**src/rtl/pipe_pkg.sv**
```systemverilog
// Shared definitions for the pipeline hazard controller: register address
// width, the $zero register index, mult/div latency default and the
// mult/div busy FSM state type.
package pipe_pkg;

  localparam int REG_AW     = 5;
  localparam int ZERO_REG   = 0;
  localparam int MD_LATENCY = 32;

  typedef enum logic {
    RUN     = 1'b0,
    MD_WAIT = 1'b1
  } md_state_t;

endpackage

```
**src/rtl/hazard_ctrl_if.sv**
```systemverilog
// Pipeline-side bundle for hazard_ctrl. The master modport is the pipeline
// (it supplies stage information and consumes enables). The slave modport
// is the hazard controller.
// Optional build macro: HAZARD_PERF_EN adds the stall/flush perf counters.
interface hazard_ctrl_if #(
  parameter int REG_AW = pipe_pkg::REG_AW
);

  logic              idex_memread;
  logic              idex_regwrite;
  logic [REG_AW-1:0] idex_rd;
  logic              exmem_memread;
  logic [REG_AW-1:0] exmem_rd;
  logic [REG_AW-1:0] ifid_rs;
  logic [REG_AW-1:0] ifid_rt;
  logic              ifid_uses_rt;
  logic              ifid_is_branch;
  logic              ifid_reads_hilo;
  logic              md_start;
  logic              branch_taken;

  logic              pc_write;
  logic              ifid_write;
  logic              idex_bubble;
  logic              ifid_flush;
  logic              md_busy;
`ifdef HAZARD_PERF_EN
  logic [31:0]       stall_cycles;
  logic [15:0]       flush_count;
`endif

  modport master (
    output idex_memread, idex_regwrite, idex_rd, exmem_memread, exmem_rd,
           ifid_rs, ifid_rt, ifid_uses_rt, ifid_is_branch, ifid_reads_hilo,
           md_start, branch_taken,
`ifdef HAZARD_PERF_EN
    input  stall_cycles, flush_count,
`endif
    input  pc_write, ifid_write, idex_bubble, ifid_flush, md_busy
  );

  modport slave (
    input  idex_memread, idex_regwrite, idex_rd, exmem_memread, exmem_rd,
           ifid_rs, ifid_rt, ifid_uses_rt, ifid_is_branch, ifid_reads_hilo,
           md_start, branch_taken,
`ifdef HAZARD_PERF_EN
    output stall_cycles, flush_count,
`endif
    output pc_write, ifid_write, idex_bubble, ifid_flush, md_busy
  );

endinterface

```
**src/rtl/hazard_ctrl_md_busy_ctr.sv**
```systemverilog
// Mult/div busy tracker. Loads MD_LATENCY-1 when a mult/div enters EX and
// counts down to zero; md_busy is registered and high while the count is
// nonzero. A new md_start always restarts the count (no queueing).
//
// state   | meaning
// RUN     | md_cnt == 0, HI/LO valid
// MD_WAIT | md_cnt != 0, HI/LO result still in flight
module md_busy_ctr #(
  parameter int MD_LATENCY = pipe_pkg::MD_LATENCY
) (
  input  logic clk,
  input  logic rst_n,
  input  logic md_start,
  output logic md_busy
);
  import pipe_pkg::*;

  localparam int                CNT_W  = $clog2(MD_LATENCY + 1);
  localparam logic [CNT_W-1:0] RELOAD = CNT_W'(MD_LATENCY - 1);
  localparam logic [CNT_W-1:0] ONE    = CNT_W'(1);

  md_state_t        state;
  logic [CNT_W-1:0] md_cnt;

  // Busy FSM: reload on md_start, else count down in MD_WAIT.
  always_ff @(posedge clk or negedge rst_n) begin
    if (!rst_n) begin
      state   <= RUN;
      md_cnt  <= '0;
      md_busy <= 1'b0;
    end else if (md_start) begin
      state   <= MD_WAIT;
      md_cnt  <= RELOAD;
      md_busy <= 1'b1;
    end else begin
      case (state)
        RUN: begin
          md_cnt  <= '0;
          md_busy <= 1'b0;
        end
        MD_WAIT: begin
          md_cnt <= md_cnt - ONE;
          if (md_cnt == ONE) begin
            state   <= RUN;
            md_busy <= 1'b0;
          end else begin
            md_busy <= 1'b1;
          end
        end
        default: begin
          state   <= RUN;
          md_cnt  <= '0;
          md_busy <= 1'b0;
        end
      endcase
    end
  end

endmodule

```
**src/rtl/hazard_ctrl.sv**
```systemverilog
// Pipeline hazard controller beside the ID stage: load-use, branch-in-ID
// operand hazards (EX and MEM), HI/LO interlock against the mult/div unit,
// and taken-branch flush. Stall is combinational; a stall suppresses the
// flush so the branch is only squashed once its operands are ready.
// Optional build macro: HAZARD_PERF_EN adds saturating stall/flush counters.
module hazard_ctrl #(
  parameter int REG_AW     = pipe_pkg::REG_AW,
  parameter int MD_LATENCY = pipe_pkg::MD_LATENCY
) (
  input  logic          clk,
  input  logic          rst_n,
  hazard_ctrl_if.slave  hif
);
  import pipe_pkg::*;

  // $zero never creates a dependency.
  function automatic logic reg_match(input logic [REG_AW-1:0] a,
                                     input logic [REG_AW-1:0] b);
    return (a == b) && (a != REG_AW'(ZERO_REG));
  endfunction

  logic ex_dep;
  logic mem_dep;
  logic load_use;
  logic br_ex;
  logic br_mem;
  logic hilo;
  logic stall;
  logic md_busy;

  md_busy_ctr #(
    .MD_LATENCY (MD_LATENCY)
  ) u_md_busy_ctr (
    .clk      (clk),
    .rst_n    (rst_n),
    .md_start (hif.md_start),
    .md_busy  (md_busy)
  );

  // Source-operand matches against EX and MEM destinations.
  always_comb begin
    ex_dep   = reg_match(hif.idex_rd, hif.ifid_rs) |
               (hif.ifid_uses_rt & reg_match(hif.idex_rd, hif.ifid_rt));
    mem_dep  = reg_match(hif.exmem_rd, hif.ifid_rs) |
               (hif.ifid_uses_rt & reg_match(hif.exmem_rd, hif.ifid_rt));
    load_use = hif.idex_memread & ex_dep;
    br_ex    = hif.ifid_is_branch & hif.idex_regwrite & ex_dep;
    br_mem   = hif.ifid_is_branch & hif.exmem_memread & mem_dep;
    hilo     = hif.ifid_reads_hilo & md_busy;
    stall    = load_use | br_ex | br_mem | hilo;
  end

  assign hif.pc_write    = ~stall;
  assign hif.ifid_write  = ~stall;
  assign hif.idex_bubble = stall;
  assign hif.ifid_flush  = hif.branch_taken & ~stall;
  assign hif.md_busy     = md_busy;

`ifdef HAZARD_PERF_EN
  logic [31:0] stall_cycles;
  logic [15:0] flush_count;

  // Saturating counts of stalled cycles and flushed cycles.
  always_ff @(posedge clk or negedge rst_n) begin
    if (!rst_n) begin
      stall_cycles <= '0;
      flush_count  <= '0;
    end else begin
      if (stall && (stall_cycles != '1))
        stall_cycles <= stall_cycles + 32'd1;
      if (hif.ifid_flush && (flush_count != '1))
        flush_count <= flush_count + 16'd1;
    end
  end

  assign hif.stall_cycles = stall_cycles;
  assign hif.flush_count  = flush_count;
`endif

endmodule

```
**src/flat_wrapper.sv**
```systemverilog
// flat-port wrapper written by rule: the top's interface ports become plain ports
module hazard_ctrl_flat import pipe_pkg::*;
#(
  parameter int REG_AW     = pipe_pkg::REG_AW,
  parameter int MD_LATENCY = pipe_pkg::MD_LATENCY
)
  (clk, rst_n, hif_idex_memread, hif_idex_regwrite, hif_idex_rd, hif_exmem_memread, hif_exmem_rd, hif_ifid_rs, hif_ifid_rt, hif_ifid_uses_rt, hif_ifid_is_branch, hif_ifid_reads_hilo, hif_md_start, hif_branch_taken, hif_pc_write, hif_ifid_write, hif_idex_bubble, hif_ifid_flush, hif_md_busy);
  hazard_ctrl_if #(.REG_AW(REG_AW)) hif_i ();
  input  logic clk;
  input  logic rst_n;
  input wire logic [$bits(hif_i.idex_memread)-1:0] hif_idex_memread;
  input wire logic [$bits(hif_i.idex_regwrite)-1:0] hif_idex_regwrite;
  input wire logic [$bits(hif_i.idex_rd)-1:0] hif_idex_rd;
  input wire logic [$bits(hif_i.exmem_memread)-1:0] hif_exmem_memread;
  input wire logic [$bits(hif_i.exmem_rd)-1:0] hif_exmem_rd;
  input wire logic [$bits(hif_i.ifid_rs)-1:0] hif_ifid_rs;
  input wire logic [$bits(hif_i.ifid_rt)-1:0] hif_ifid_rt;
  input wire logic [$bits(hif_i.ifid_uses_rt)-1:0] hif_ifid_uses_rt;
  input wire logic [$bits(hif_i.ifid_is_branch)-1:0] hif_ifid_is_branch;
  input wire logic [$bits(hif_i.ifid_reads_hilo)-1:0] hif_ifid_reads_hilo;
  input wire logic [$bits(hif_i.md_start)-1:0] hif_md_start;
  input wire logic [$bits(hif_i.branch_taken)-1:0] hif_branch_taken;
  output wire logic [$bits(hif_i.pc_write)-1:0] hif_pc_write;
  output wire logic [$bits(hif_i.ifid_write)-1:0] hif_ifid_write;
  output wire logic [$bits(hif_i.idex_bubble)-1:0] hif_idex_bubble;
  output wire logic [$bits(hif_i.ifid_flush)-1:0] hif_ifid_flush;
  output wire logic [$bits(hif_i.md_busy)-1:0] hif_md_busy;
  assign hif_i.idex_memread = hif_idex_memread;
  assign hif_i.idex_regwrite = hif_idex_regwrite;
  assign hif_i.idex_rd = hif_idex_rd;
  assign hif_i.exmem_memread = hif_exmem_memread;
  assign hif_i.exmem_rd = hif_exmem_rd;
  assign hif_i.ifid_rs = hif_ifid_rs;
  assign hif_i.ifid_rt = hif_ifid_rt;
  assign hif_i.ifid_uses_rt = hif_ifid_uses_rt;
  assign hif_i.ifid_is_branch = hif_ifid_is_branch;
  assign hif_i.ifid_reads_hilo = hif_ifid_reads_hilo;
  assign hif_i.md_start = hif_md_start;
  assign hif_i.branch_taken = hif_branch_taken;
  assign hif_pc_write = hif_i.pc_write;
  assign hif_ifid_write = hif_i.ifid_write;
  assign hif_idex_bubble = hif_i.idex_bubble;
  assign hif_ifid_flush = hif_i.ifid_flush;
  assign hif_md_busy = hif_i.md_busy;
  hazard_ctrl #(.REG_AW(REG_AW), .MD_LATENCY(MD_LATENCY)) u_core (.clk(clk), .rst_n(rst_n), .hif(hif_i));
endmodule
```
**config.mk**
```make
export PLATFORM = sky130hd
export DESIGN_NAME = hazard_ctrl_flat
export DESIGN_NICKNAME = d
export VERILOG_FILES = /design/src/rtl/pipe_pkg.sv /design/src/rtl/hazard_ctrl_if.sv /design/src/rtl/hazard_ctrl_md_busy_ctr.sv /design/src/rtl/hazard_ctrl.sv /design/src/flat_wrapper.sv
export SDC_FILE = /design/constraint.sdc
export NUM_CORES = 1
export LEC_CHECK = 0
export CORE_UTILIZATION = 36
export CTS_BUF_LIST = sky130_fd_sc_hd__clkbuf_8
export DETAILED_ROUTE_END_ITERATION = 6
export GPL_TIMING_DRIVEN = 0
export PLACE_DENSITY = 0.83
export SYNTH_ARGS = -nofsm -noshare
export SYNTH_HDL_FRONTEND = slang
export SYNTH_HIERARCHICAL = 1
export SYNTH_SLANG_ARGS = --single-unit
```
**constraint.sdc**
```tcl
create_clock -name clk -period 1.2 [get_ports clk]
set_input_delay 0.12 -clock clk [delete_from_list [all_inputs] [get_ports clk]]
set_output_delay 0.12 -clock clk [all_outputs]
set_load 0.01 [all_outputs]
```
==> run_results.csv <==
group,metric,value,unit
run_status,status,"complete, but fails checks",
run_status,violations,"setup timing",
pwr,irDropWorstVdd,722,µV
die,rows,15,
synthesis,avgSynthCellArea,9.22,µm²
worst_setup_path,path_class,"primary input to output pin",
global_route,antenna_found_initial,0,
global_route,grt_max_degree,9,
drt,remaining_drc_errors,0,
worst_setup_path,start_kind,"primary input",
synthesis,yosys_warnings,6,
worst_setup_path,rr_worst_depth,5,
global_route,grt_overflow_total,0,
die,die_w,44.6,µm
final_layout,layout.nets,146,
die,core,1710,µm²
timing,worstMarginPinSlew,0.300,ns
synthesis,synth_cells,71,
timing,slew_violations,0,
die,die_h,44.6,µm
die,start_util,0.383,
cts,clkSlewWorstSetupHoldPaths,0.04,ns
final_layout,final_util,0.634,
timing,worst_slack,-0.291,ns
global_route,grt.total_usage,0.190,
synthesis,synth.net_count,103,
worst_setup_path,slowest_delay,0.53,ns
final_layout,drive_above_1_share,0.425,
worst_setup_path,critical-path-top-delay-family,"simple AND/OR/NAND/NOR gates",
worst_setup_path,reg2reg_setup_slack,0.04,ns
die,ios,35,
pwr,p_per_area,788,nW/µm²
cts,hold_buffers,0,
place,hpwl,1400,µm
hold_path,hold_class,"primary input to async pin",
pwr,total_power,0.853,mW
final_layout,finalNonFillerCells,138,
final_layout,stdcell_area,1080,µm²
flow_run,maxCapViolations,0,
global_route,grt_pass1_wl,2770,µm
synthesis,syn_area,654,µm²
timing,hold_violations,0,
timing,relSlewSlack,0.800,
die,dieArea,1990,µm²
worst_setup_path,crit_chain,"buf_8 -> or4_4 -> o2111ai_4 -> and3_4 -> buf_6 -> buf_6",
cts,cts_root_buffer,"clkbuf_8",
cts,cts_made_buffers,3,
synthesis,synth_seq_cells,7,
drt,antenna_left,0,
final_layout,diodes,0,
synthesis,ys_types,25,
worst_setup_path,cp-end-kind,"output pin",
place,dpl_cell_area,1040,µm²
final_layout,fillers,141,
drt,viasPerCell,4.91,
cts,cts_tree,"yes",
drt,wl_per_cell,13.6,µm
timing,period_share,1.24,
place,gp_congestion,0.892,
drt,dr.pass1.iters,4,
timing,rsz0062_at_grt,"yes",
drt,wl,1880,µm
timing,fmax,0.670,GHz
final_layout,area_delta_synth_final,65.4,%
worst_setup_path,crit_arrival,1.37,ns
cts,clock_latency,0.22,ns
worst_setup_path,cpMostUsedCell,"buf_6",
timing,setup_viol,4,
timing,skew,0.00137,ns
cts,cts_sinks,7,
worst_setup_path,reg2reg_from,"u_core/u_md_busy_ctr/md_cnt[1]",
worst_setup_path,crit_fanout,3,
timing,period_minus_slack,1.49,ns
drt,vias,677,
synthesis,synth.yosys.seq_area_share,0.268,
worst_setup_path,path_buf_inv,3,
timing,hold_slack,0.149,ns
worst_setup_path,cp_slowest_cell,"or4_4",
global_route,grt_pass1_vias,670,
worst_setup_path,r2r_end,"u_core/u_md_busy_ctr/md_cnt[4]",
drt,drt_iter0_markers,4,
pwr,p_leak,0.474,nW
cts,h-tree-depth,1,
cts,clock_path_buffers,2,
worst_setup_path,worstPathRequired,1.08,ns
place,io_buffers,34,
place,place_inst,130,
## synth_stat cells
master / n / area, µm²
a21o_1: 3 / 22.5
a21o_2: 3 / 26.3
a21oi_1: 2 / 10.0
and3_1: 2 / 12.5
and4_1: 1 / 8.76
buf_4: 2 / 15.0
dfrtp_1: 7 / 175
ha_1: 2 / 25.0
inv_1: 3 / 11.3
mux2i_1: 1 / 10.0
nand2_1: 3 / 11.3
nand3_1: 4 / 20.0
nand3b_1: 2 / 15.0
nand4_1: 1 / 6.26
nor2_1: 1 / 3.75
nor3_1: 4 / 20.0
nor3b_1: 1 / 7.51
nor4_1: 1 / 6.26
o2111ai_2: 1 / 15.0
o21ai_1: 1 / 5.00
o22ai_1: 1 / 6.26
or3b_1: 1 / 8.76
or4_4: 1 / 11.3
xnor2_1: 14 / 123
xor2_1: 9 / 78.8
## per-stage QoR
stage          TNS [ns]  setup slack, ns
2_1_floorplan   -0.0864          -0.0864
3_3_place_gp      -4.14            -1.12
3_5_place_dp      -4.32            -1.15
4_1_cts          -0.927           -0.295
5_1_grt           -1.12           -0.337
6_report         -0.986           -0.291
## worst reg2reg max path, cell delays in order, from the launching register on
cell and delay (ns):
dfrtp_1 0.36, inv_2 0.07, ha_4 0.16, nor3b_4 0.14
xor2_1 0.16, a21o_1 0.15
## cells in the final DEF (no fill, tap or decap), types with 2 or more instances in the layout
master and count:
a21oi_1 2, nor3_2 2, clkbuf_8 3, dfrtp_1 7
nand3_1 4, xor2_1 9, xnor2_1 12, buf_2 11
a21o_1 3, buf_6 3, a21o_2 3, inv_1 2
dlygate4sd2_1 4, buf_4 5, xnor2_2 2, clkbuf_2 9
nand3b_1 2, clkdlybuf4s50_1 7, nor3_1 2, inv_2 2
nand2_1 3
## flip-flops by register name (all words and copies together), names as in the netlist
signal and cells:
u_core/u_md_busy_ctr/md_busy 1, u_core/u_md_busy_ctr/md_cnt 6
## per-layer routing
metal  global-route usage  routed length, µm  up-vias
li1                     -                  -      335
met4               0.0727                 37        0
met2                0.326                958       34
met1                0.232                716      304
met5                    0                  0        -
met3               0.0367                164        4
## how the worst max path moves through the flow
stage,startpoint,end,slack (ns),cells past startpoint
2_1_floorplan,hif_exmem_rd[1],hif_pc_write,-0.09,4
3_3_place_gp,hif_exmem_rd[1],hif_pc_write,-1.12,6
3_5_place_dp,hif_exmem_rd[2],hif_pc_write,-1.15,6
4_1_cts,hif_exmem_rd[4],hif_pc_write,-0.30,6
5_1_grt,hif_exmem_rd[4],hif_pc_write,-0.34,9
6_report,hif_exmem_rd[4],hif_pc_write,-0.29,6
## cells by family after synthesis
group                      count (synthesis)  share of synthesized area
buffers and inverters                      5                     0.0401
and+or+nand+nor                           22                      0.201
muxes                                      1                     0.0153
AOI/OAI and AO/OA                         11                      0.130
xor gates and xnor gates                  23                      0.308
DFF                                        7                      0.268
adders and majority gates                  2                     0.0382
## final cells by class
cell class | instances | area, µm² | area share
plain buffers | 2 | 18.8 | 0.0173
clock buffers | 3 | 41.3 | 0.0382
clock inverters | 1 | 3.75 | 0.00347
inverters | 3 | 11.3 | 0.0104
multi-input cells | 59 | 528 | 0.488
flip-flops and latches | 7 | 175 | 0.162
well taps | 25 | 31.3 | 0.0289
repair buffers | 38 | 273 | 0.252
## where the power goes
group	internal, mW	switching, mW
registers	0.247	0.00963
clock network	0.220	0.0940
logic	0.157	0.126
## timing repair
item                                    in CTS  in global routing
pin swaps                                   20                 19
buffers inserted                             2                  2
gates resized for setup                     91                 15
endpoints found under the setup margin       6                  7
Power figures use the tool's default switching activity.
